File: src/rtl/sync_fifo_pkg.sv
// Shared types and default widths for the sync_fifo family.
package sync_fifo_pkg;

  typedef enum logic [1:0] {
    StEmpty = 2'd0,
    StOne   = 2'd1,
    StTwo   = 2'd2
  } buf_state_e;

  localparam int unsigned DefWi      = 8;
  localparam int unsigned DefCntBits = 5;
  localparam int unsigned DefPktBits = 16;

endpackage

File: src/rtl/stream_skid_buf.sv
// Two-entry output buffer: registered main stage plus one skid register, strict FIFO order.
module stream_skid_buf
  import sync_fifo_pkg::*;
#(
  parameter int unsigned Width = 9
) (
  input  logic             clk,
  input  logic             reset,
  input  logic             clear,
  input  logic             push,
  input  logic             accept,
  input  logic [Width-1:0] in_payload,
  output logic [Width-1:0] out_payload,
  output logic             out_valid,
  output buf_state_e       state
);

  buf_state_e       state_q, state_d;
  logic [Width-1:0] main_q, main_d;
  logic [Width-1:0] skid_q, skid_d;
  logic             valid_q;

  always_comb begin
    state_d = state_q;
    main_d  = main_q;
    skid_d  = skid_q;
    if (clear) begin
      state_d = StEmpty;
    end else begin
      unique case (state_q)
        StEmpty: begin
          if (push) begin
            main_d  = in_payload;
            state_d = StOne;
          end
        end
        StOne: begin
          if (push && accept) begin
            main_d = in_payload;
          end else if (push) begin
            skid_d  = in_payload;
            state_d = StTwo;
          end else if (accept) begin
            state_d = StEmpty;
          end
        end
        StTwo: begin
          // Pops are blocked in this state, so only the skid word can advance.
          if (accept) begin
            main_d  = skid_q;
            state_d = StOne;
          end
        end
        default: state_d = StEmpty;
      endcase
    end
  end

  always_ff @(posedge clk or posedge reset) begin
    if (reset) begin
      state_q <= StEmpty;
      main_q  <= '0;
      skid_q  <= '0;
      valid_q <= 1'b0;
    end else begin
      state_q <= state_d;
      main_q  <= main_d;
      skid_q  <= skid_d;
      valid_q <= (state_d != StEmpty);
    end
  end

  assign out_payload = main_q;
  assign out_valid   = valid_q;
  assign state       = state_q;

endmodule

File: src/rtl/sync_fifo_drain.sv
// Drains a FWFT FIFO into a valid/ready stream framed into PKT_LEN-word packets.
// Optional out_parity port when SYNC_FIFO_DRAIN_PARITY_EN is defined.
module sync_fifo_drain
  import sync_fifo_pkg::*;
#(
  parameter int unsigned WI      = DefWi,
  parameter int unsigned PKT_LEN = 16,
  parameter int unsigned CNTBITS = DefCntBits,
  parameter int unsigned PKTBITS = DefPktBits
) (
  input  logic               clk,
  input  logic               reset,
  input  logic               enable,
  input  logic               clear,
  input  logic [WI-1:0]      fifo_rdata,
  input  logic               fifo_empty,
  output logic               fifo_read,
  output logic [WI-1:0]      out_data,
  output logic               out_valid,
  output logic               out_last,
  input  logic               out_ready,
  output logic [PKTBITS-1:0] pkt_count
`ifdef SYNC_FIFO_DRAIN_PARITY_EN
  ,
  output logic               out_parity
`endif
);

`ifdef SYNC_FIFO_DRAIN_PARITY_EN
  localparam int unsigned PayW = WI + 2;
`else
  localparam int unsigned PayW = WI + 1;
`endif

  localparam logic [CNTBITS-1:0] LastIdx = CNTBITS'(PKT_LEN - 1);
  localparam logic [CNTBITS-1:0] PenIdx  = CNTBITS'(PKT_LEN - 2);

  buf_state_e         buf_state;
  logic               push, accept, in_last;
  logic [PayW-1:0]    in_payload, main_payload;
  logic [CNTBITS-1:0] wcnt_q, wcnt_d;
  logic [PKTBITS-1:0] pkt_q, pkt_d;

  assign push      = enable & ~clear & ~fifo_empty & (buf_state != StTwo) & ~reset;
  assign accept    = out_valid & out_ready & enable & ~clear;
  assign fifo_read = push;

  // A pushed word sits behind the main word whenever the buffer is not empty.
  assign in_last = (buf_state == StEmpty) ? (wcnt_q == LastIdx) : (wcnt_q == PenIdx);

`ifdef SYNC_FIFO_DRAIN_PARITY_EN
  assign in_payload = {^fifo_rdata, in_last, fifo_rdata};
  assign out_parity = main_payload[WI+1];
`else
  assign in_payload = {in_last, fifo_rdata};
`endif

  stream_skid_buf #(
    .Width(PayW)
  ) u_skid (
    .clk        (clk),
    .reset      (reset),
    .clear      (clear),
    .push       (push),
    .accept     (accept),
    .in_payload (in_payload),
    .out_payload(main_payload),
    .out_valid  (out_valid),
    .state      (buf_state)
  );

  assign out_data = main_payload[WI-1:0];
  assign out_last = main_payload[WI];

  always_comb begin
    wcnt_d = wcnt_q;
    pkt_d  = pkt_q;
    if (clear) begin
      wcnt_d = '0;
      pkt_d  = '0;
    end else if (accept) begin
      if (wcnt_q == LastIdx) begin
        wcnt_d = '0;
        pkt_d  = pkt_q + PKTBITS'(1);
      end else begin
        wcnt_d = wcnt_q + CNTBITS'(1);
      end
    end
  end

  always_ff @(posedge clk or posedge reset) begin
    if (reset) begin
      wcnt_q <= '0;
      pkt_q  <= '0;
    end else begin
      wcnt_q <= wcnt_d;
      pkt_q  <= pkt_d;
    end
  end

  assign pkt_count = pkt_q;

endmodule

File: config.mk
export PLATFORM = sky130hd
export DESIGN_NAME = sync_fifo_drain
export DESIGN_NICKNAME = d
export VERILOG_FILES = /design/src/rtl/sync_fifo_pkg.sv /design/src/rtl/stream_skid_buf.sv /design/src/rtl/sync_fifo_drain.sv
export SDC_FILE = /design/constraint.sdc
export NUM_CORES = 1
export LEC_CHECK = 0
export CORE_ASPECT_RATIO = 1.2
export CORE_MARGIN = 1
export CORE_UTILIZATION = 46
export CTS_CLUSTER_SIZE = 28
export DETAILED_ROUTE_END_ITERATION = 16
export PLACE_DENSITY = 0.75
export SLEW_MARGIN = 20
export SYNTH_ARGS = -nofsm -noshare
export SYNTH_HDL_FRONTEND = slang
export SYNTH_SLANG_ARGS = --single-unit
File: constraint.sdc
create_clock -name clk -period 1.7 [get_ports clk]
set_clock_uncertainty 0.1 [all_clocks]
set_input_delay 0.51 -clock clk [delete_from_list [all_inputs] [get_ports clk]]
set_output_delay 0.51 -clock clk [all_outputs]
set_load 0.05 [all_outputs]
* Word level (Yosys, flattened, before mapping) *
Cells that the tools add are included.

cells by class
  multiplexer cells = 18
  equal/unequal tests = 8
  reductions and logical operators = 9
  add/sub/neg operators = 2
  bitwise operators = 11

operators by type and width
  cell                                                              number
  16-bit 2-to-1 mux                                                 3
  9-bit 2-to-1 mux                                                  3
  9-bit case mux with 3 select lines                                1
  16-bit by 1-bit adder with 16-bit output (second input constant)  1
  5-bit 2-to-1 mux                                                  3
  2-bit 2-to-1 mux                                                  6
  5-bit by 4-bit == test with 1-bit output (second input constant)  2
  1-bit AND                                                         7
  2-bit by 1-bit != test with 1-bit output (second input constant)  3
  2-bit case mux with 3 select lines                                1
  2-bit nonzero test                                                3
  5-bit by 1-bit adder with 5-bit output (second input constant)    1
  5-bit AND reduction                                               1
  1-bit NOT                                                         4
  4-bit AND reduction                                               1
  3-bit nonzero test                                                1
  2-bit by 1-bit == test with 1-bit output (second input constant)  1
  2-bit == test (second input constant)                             1
  2-bit logical NOT                                                 1
  2-bit != test (second input constant)                             1
  2-bit AND reduction                                               1
  1-bit logical AND                                                 1
  1-bit 2-to-1 mux                                                  1

storage, ports and cells
  logic and storage cells = 54
  input port bits = 14
  bits in registers = 42
  output and inout bits = 27

* Depth between registers and ports, before layout *
Gate-level depths: netlist of run 1.

  depth after elaboration = 10
  mapped depth = 6

* Cells and area by module *
From an unflattened synthesis of run 1, not the netlist that was laid out.

unflattened totals
  cell total of the unflattened synthesis = 191
  area total of the unflattened synthesis = 2162.1 µm²

modules (own cells, without submodules)
  module           instances  seq. area each (µm²)  area an instance (µm²)  cells an instance
  sync_fifo_drain  1          525.5                 1184.9                  124
  stream_skid_buf  1          525.5                 977.2                   67

* Least setup slack after synthesis of run 1 *
No wires, ideal clock.

  path kind = input to output
  start = input port reset
  end = output port fifo_read
  data required time = 1.090 ns
  arrival time = 2.058 ns
  cell stages on the path = 3
  buffers on the path = 1
  setup slack = -0.968 ns
  path through = or3b_1 -> buf_2 -> nor3_1

between the ends
  word-level cells in the longest chain between the ends = 2

ends and longest elaborated chain
  item                RTL line               RTL
  start: declaration  sync_fifo_drain.sv:12  input logic reset,
  1-bit NOT           sync_fifo_drain.sv:44  assign push = enable & ~clear & ~fifo_empty & (buf_state != StTwo) & ~reset;
  1-bit AND           sync_fifo_drain.sv:44
  end: declaration    sync_fifo_drain.sv:17  output logic fifo_read,

Every way passes these cells.

* Final worst setup path of run 1 *
  start = input port fifo_empty
  end = output port fifo_read

between the ends
  word-level cells in the longest chain between the ends = 4

ends and longest elaborated chain
  item                     RTL line               RTL
  start: declaration       sync_fifo_drain.sv:16  input logic fifo_empty,
  1-bit NOT                sync_fifo_drain.sv:44
  1-bit AND (3 in series)  sync_fifo_drain.sv:44

Every way passes these cells.

==> flow_summary.ini, run 1 <==
[layout]
final_cells = 356
drive_gt1_share_pct = 55.33
syn_to_final_growth_pct = 75.85
regArea_sq_mm = 0.001067
nFillCells = 217
fin_util_pct = 85.52
n_antenna_cell = 0
nets = 316
multiInputGateArea_sq_mm = 0.001271

[place]
io_buffers = 40
dp.cells = 335
dp_hpwl_um = 3833
place.gp.congestion = 0.8541

[global_routing]
grt_pass1_wl_um = 10180
grt_usage_pct = 28.27
antenna_found_initial = 0
grt.overflow.total = 0
grt_max_degree = 32
first_global_vias = 2113

[power]
peakVddDrop_uv = 949.5
p_sw_uw = 773.3
p_leak_uw = 0.001585
internal_power_uw = 1776
comb_power_share_pct = 27.5
seq_power_share_pct = 45.6
p_sw_share_pct = 30.34
powerDensity_mw_per_mm2 = 694.2
clock_power_share_pct = 26.9

[worst_setup_path]
worst_path_largest_cell_delay_ps = 400
cp-start-kind = input port
crit_required_ps = 1090
worst-setup-path-type = input port to primary output
worstPathArrival_ps = 1460
cp_cell_sequence = buf_6, or3b_4, buf_6, nor3_4, buf_12
slowest_stage = or3b_4
cp-end-kind = primary output
critPathMaxFanout = 2
critical_path.top_delay_family = simple AND/OR/NAND/NOR gates
cp_common_cell = buf_6
critPathBufInv = 3

[detailed_routing]
wl_um = 6891
wl_per_cell_um = 19.36
via_per_inst = 5.916
ant_nets = 0
vias = 2106
first_pass_iters = 4
drt-initial-drc-count = 158
drc = 0

[sta]
timing.final.crit_share_pct = 121.6
fin_crit_ps = 2067
max_slew_margin_pct = 77.24
finalSetupViolations = 36
max_freq_mhz = 483.8
slew_violations = 0
final_hold_viol_count = 0
worst_pin_slew_ps = 338.5
setup_ws_ps = -367.0
hold_slack_ps = 167.4
rsz0062_at_grt = yes

[synth]
yosysTopAreaCell = dfrtp_1
ys_types = 39
synthArstFlopShare_pct = 100.0
syn_area_per_cell_sq_um = 10.19
synth_edf_count = 0
synth_nets = 222
synthTopCellsByArea = dfrtp_1, mux2_2, nand2_1
netlist_instances = 205
yosys.area_share.xor_xnor_pct = 2.097
synthMuxAreaShare_pct = 10.72
yosys.area_share.simple_pct = 19.41
yosysWarnings = 0
synth_top_family_by_area = simple AND/OR/NAND/NOR gates
synth_fa_ha_area_share_pct = 1.797
seq_area_frac_synth_pct = 50.33
synth_compound_area_share_pct = 13.48
synth_flop_cell = dfrtp_1
netlist_area_sq_mm = 0.002088
yosys.cell_count.top_type = dfrtp_1
synth_top_cell_area_share_pct = 50.33
synth_seq_cells = 42
synth_common_cells = dfrtp_1, nand2_1, mux2_2, a21oi_1

[die]
ios = 41
core_sq_mm = 0.004294
initial_core_util_pct = 48.63
die_area_sq_mm = 0.004814
row_count = 26
die_h_um = 75.81
die_x_um = 63.51

[clocking]
root_buffer = clkbuf_8
clk_pin_slew_ps = 80
cts.sinks = 42
numCtsBuffers = 5
cts_max_level = 2
cts_tree = yes
clk_path_buf_depth = 2
insertion_delay_ps = 300

[run_status]
violations = setup timing
status = finished, violations left

[job]
cap_violations = 0

[worst_hold_path]
hold_class = input port to asynchronous set/reset pin
==> cell families after synthesis <==
family	after synthesis
xor gates and xnor gates	5
and+or+nand+nor	80
muxes	20
adders and majority gates	3
AOI/OAI and AO/OA	44
DFF	42
buffers and inverters	11
==> layer usage <==
| metal | track usage, % | part of all wire (%) | vias to the layer above |
|---|---|---|---|
| li1 | - | - | 938 |
| met1 | 29.24 | 37 | 1047 |
| met2 | 55.44 | 54 | 103 |
| met3 | 4.192 | 5.7 | 18 |
| met4 | 15.15 | 2.5 | 0 |
| met5 | 0 | 0 | - |
==> timing repair <==
item / 4_1_cts / 5_1_grt
endpoints found under the setup margin: 39 / 36
setup buffers: 8 / 3
gates cloned: 3 / 0
pin swaps: 23 / 15
resized for setup: 52 / 31
hold buffers: 0 / 0
==> power by group through the flow <==
stage	clock (uW)	sequential [uW]	combinational, uW
2_1_floorplan	0	1320	131
3_3_place_gp	0	1170	622
3_5_place_dp	0	1170	633
4_1_cts	704	1160	685
5_1_grt	743	1170	733
6_report	685	1160	702
==> tightest hold or removal path, delay by kind of cell <==
family / cells / cell delay [ps]
buffers and inverters: 3 / 410
==> flip-flops by register name, summed over array words and instances, names as in the netlist <==
register	cells
wcnt_q	5
u_skid.out_valid	1
u_skid.skid_q	9
pkt_count	16
u_skid.out_payload	9
u_skid.state	2
==> layout by cell type (no fill, tap or decap), types with 5 or more instances in the layout <==
cell              n
clkdlybuf4s50_1   8
a21oi_2           7
buf_4            39
o31ai_1           5
mux2_4           10
a21oi_1           8
buf_12           29
nor2_1            8
dfrtp_1          29
dfrtp_2          13
nand2_1          34
clkbuf_8          6
mux2_2            9
buf_6            14
o21ai_0           5
==> per-stage QoR <==
step	setup TNS, ps	area (sq um)	power (uW)	setup WS [ps]
2_1_floorplan	-5987	2160	1446	-439.5
3_3_place_gp	-25050	3194	1791	-798.4
3_5_place_dp	-25910	3194	1805	-813.5
4_1_cts	-3165	3518	2546	-406.8
5_1_grt	-7458	3672	2649	-390.0
6_report	-5877	3672	2549	-367.0
==> final cells by class <==
class                   count  area share (%)
flip-flops and latches     42           29.06
clock inverters             2          0.3407
well taps                  56           1.908
clock buffers               6           2.249
inverters                   2          0.2044
repair buffers             94           31.62
multi-input cells         154           34.62
==> path summary, 6_finish.rpt <==
check / startpoint / to / slack [ps] / depth (start not counted)
worst max-delay path: fifo_empty / fifo_read / -370 / 5
worst min-delay path: reset / u_skid.out_payload[5] / 170 / 3
worst max register to register: wcnt_q[0] / u_skid.out_payload[8] / -130 / 6
worst min register to register: u_skid.skid_q[7] / u_skid.skid_q[7] / 420 / 1
max in group asynchronous: reset / pkt_count[9] / 1140 / 3
min in group clk: u_skid.skid_q[7] / u_skid.skid_q[7] / 420 / 1
(Power assumes the default switching activity.)
==> inputs of run 2 (changes only) <==
CORE_ASPECT_RATIO = unset   (was 1.2)
==> run 2 against run 1 <==
Against the previous run:
- worst hold slack worse by 6.1 ps
- final cell count is 0.56% lower
- utilization is 2.0 points lower
- clock power is 0.7% higher
- via count is 0.33% higher
- the flow still finishes with violations (setup timing)
- die area hardly changed
- highest routed layer unchanged
- clock-buffer cell count is 1 lower
- setup slack worse by 10 ps
- power hardly changed
- routed wire length stayed put
==> flow_summary.ini, run 2 (synthesis results as in run 1) <==
[run_status]
status = finished, violations left
violations = setup timing

[die]
row_count = 24
die_area_sq_mm = 0.004813
die_x_um = 69.38
core_sq_mm = 0.004354
ios = 41
initial_core_util_pct = 47.96
die_h_um = 69.38

[sta]
fin_setup_tns_ps = -6198
final_hold_viol_count = 0
worst_pin_slew_ps = 384.7
max_freq_mhz = 481.4
timing.final.crit_share_pct = 122.2
finalSetupViolations = 35
rsz0062_at_grt = yes
slew_violations = 0
setup_ws_ps = -377.2
max_slew_margin_pct = 74.24
fin_crit_ps = 2077

[global_routing]
grt.overflow.total = 0
grt_pass1_wl_um = 10270
grt_usage_pct = 27.67
antenna_found_initial = 0
grt_max_degree = 43
first_global_vias = 2113

[layout]
syn_to_final_growth_pct = 74.06
largest_register_ffs = 16
nFillCells = 204
final_common_cell = buf_4
multiInputGateArea_sq_mm = 0.001236
nets = 318
fin_util_pct = 83.48
drive_gt1_share_pct = 55.30
n_antenna_cell = 0
regArea_sq_mm = 0.001069
final_cell_mix = buf_4, nand2_1, buf_12, dfrtp_1, buf_6
final_area_sq_mm = 0.003635

[power]
finalPower_uw = 2548
peakVddDrop_uv = 556.3
powerDensity_mw_per_mm2 = 701.0
p_leak_uw = 0.001589

[place]
place.gp.congestion = 0.8936
place_ws_ps = -840.5
dp_hpwl_um = 3828
dpl_cell_area_sq_mm = 0.003174
io_buffers = 40

[worst_setup_path]
worst-setup-path-type = input port to primary output
cp-end-kind = primary output
crit_start = reset
rrSetupSlack_ps = -180
ff2ff_path_depth = 6
cp-start-kind = input port
worstPathArrival_ps = 1470
worstSetupEndpoint = fifo_read
crit_required_ps = 1090
timing.rr.start = wcnt_q[0]
reg2reg_to = pkt_count[8]
slowest_stage = or3b_4
critPathMaxFanout = 2
cp_cell_sequence = buf_2, or3b_4, buf_6, nor3_4, buf_12
worst_path_largest_cell_delay_ps = 390

[clocking]
cts.sinks = 42
cts_max_level = 2
clk_path_buf_depth = 2
cts_tree = yes
holdBufCountCts = 0
numCtsBuffers = 5
clk_pin_slew_ps = 90
insertion_delay_ps = 310
root_buffer = clkbuf_8

[detailed_routing]
wl_per_cell_um = 19.47
first_pass_iters = 4
vias = 2113
ant_nets = 0
wl_um = 6891
drc = 0
via_per_inst = 5.969
drt-initial-drc-count = 120

[job]
cap_violations = 0

[worst_hold_path]
hold_class = input port to asynchronous set/reset pin
## run 2: cell count changes in the layout (fill, tap and decap cells not counted), sizes merged
cell           change
clkinv             -1
nand3              -1
clkinvlp           +1
clkdlybuf4s15      -1
buf                +4
clkbuf             -1
inv                +1
## run 2: metal layers
layer / track usage (%) / part of all wire, %
met1: 33.82 / 41
met2: 45.42 / 51
met3: 6.541 / 4.7
met4: 14.51 / 3.0
met5: 0 / 0
## run 2: how the worst min path moves through the flow
stage	slack, ps	endpoint	depth (start not counted)	start
floorplan	380	u_skid.skid_q[8]	1	u_skid.skid_q[8]
global placement	380	u_skid.skid_q[8]	1	u_skid.skid_q[8]
detailed placement	400	u_skid.skid_q[0]	1	u_skid.skid_q[0]
CTS	170	u_skid.out_payload[3]	3	reset
global route	170	pkt_count[14]	3	reset
finish	160	pkt_count[14]	3	reset
## run 2: report_power, final
group | internal, uW | leakage [uW] | switching (uW)
Clock | 294 | 0.0000408 | 396
Combinational | 362 | 0.00100 | 333
Sequential | 1080 | 0.000543 | 85.4
## run 2: worst max-delay path: cells and delay by family
| kind | cells | cell delay, ps |
|---|---|---|
| buf+inv | 3 | 410 |
| simple gates | 2 | 550 |
## run 2: area by class of cell
type	count	area share [%]
Clock inverter	3	0.6540
Timing Repair Buffer	97	32.05
Clock buffer	5	1.893
Multi-Input combinational cell	153	34.01
Inverter	2	0.2065
Tap cell	52	1.790
Sequential cell	42	29.40
## run 2: timing repair
item                       in CTS  in global routing
resized for setup              47                 32
setup buffers                  10                  7
setup endpoints to repair      39                 40
pin swaps                      15                 15
cloned                          1                  0
## run 2: per-stage QoR
step / hold WS [ps] / std cells
2_1_floorplan: 375.4 / 205
3_3_place_gp: 383.6 / 329
3_5_place_dp: 396.6 / 329
4_1_cts: 166.4 / 348
5_1_grt: 174.7 / 354
6_report: 161.4 / 354
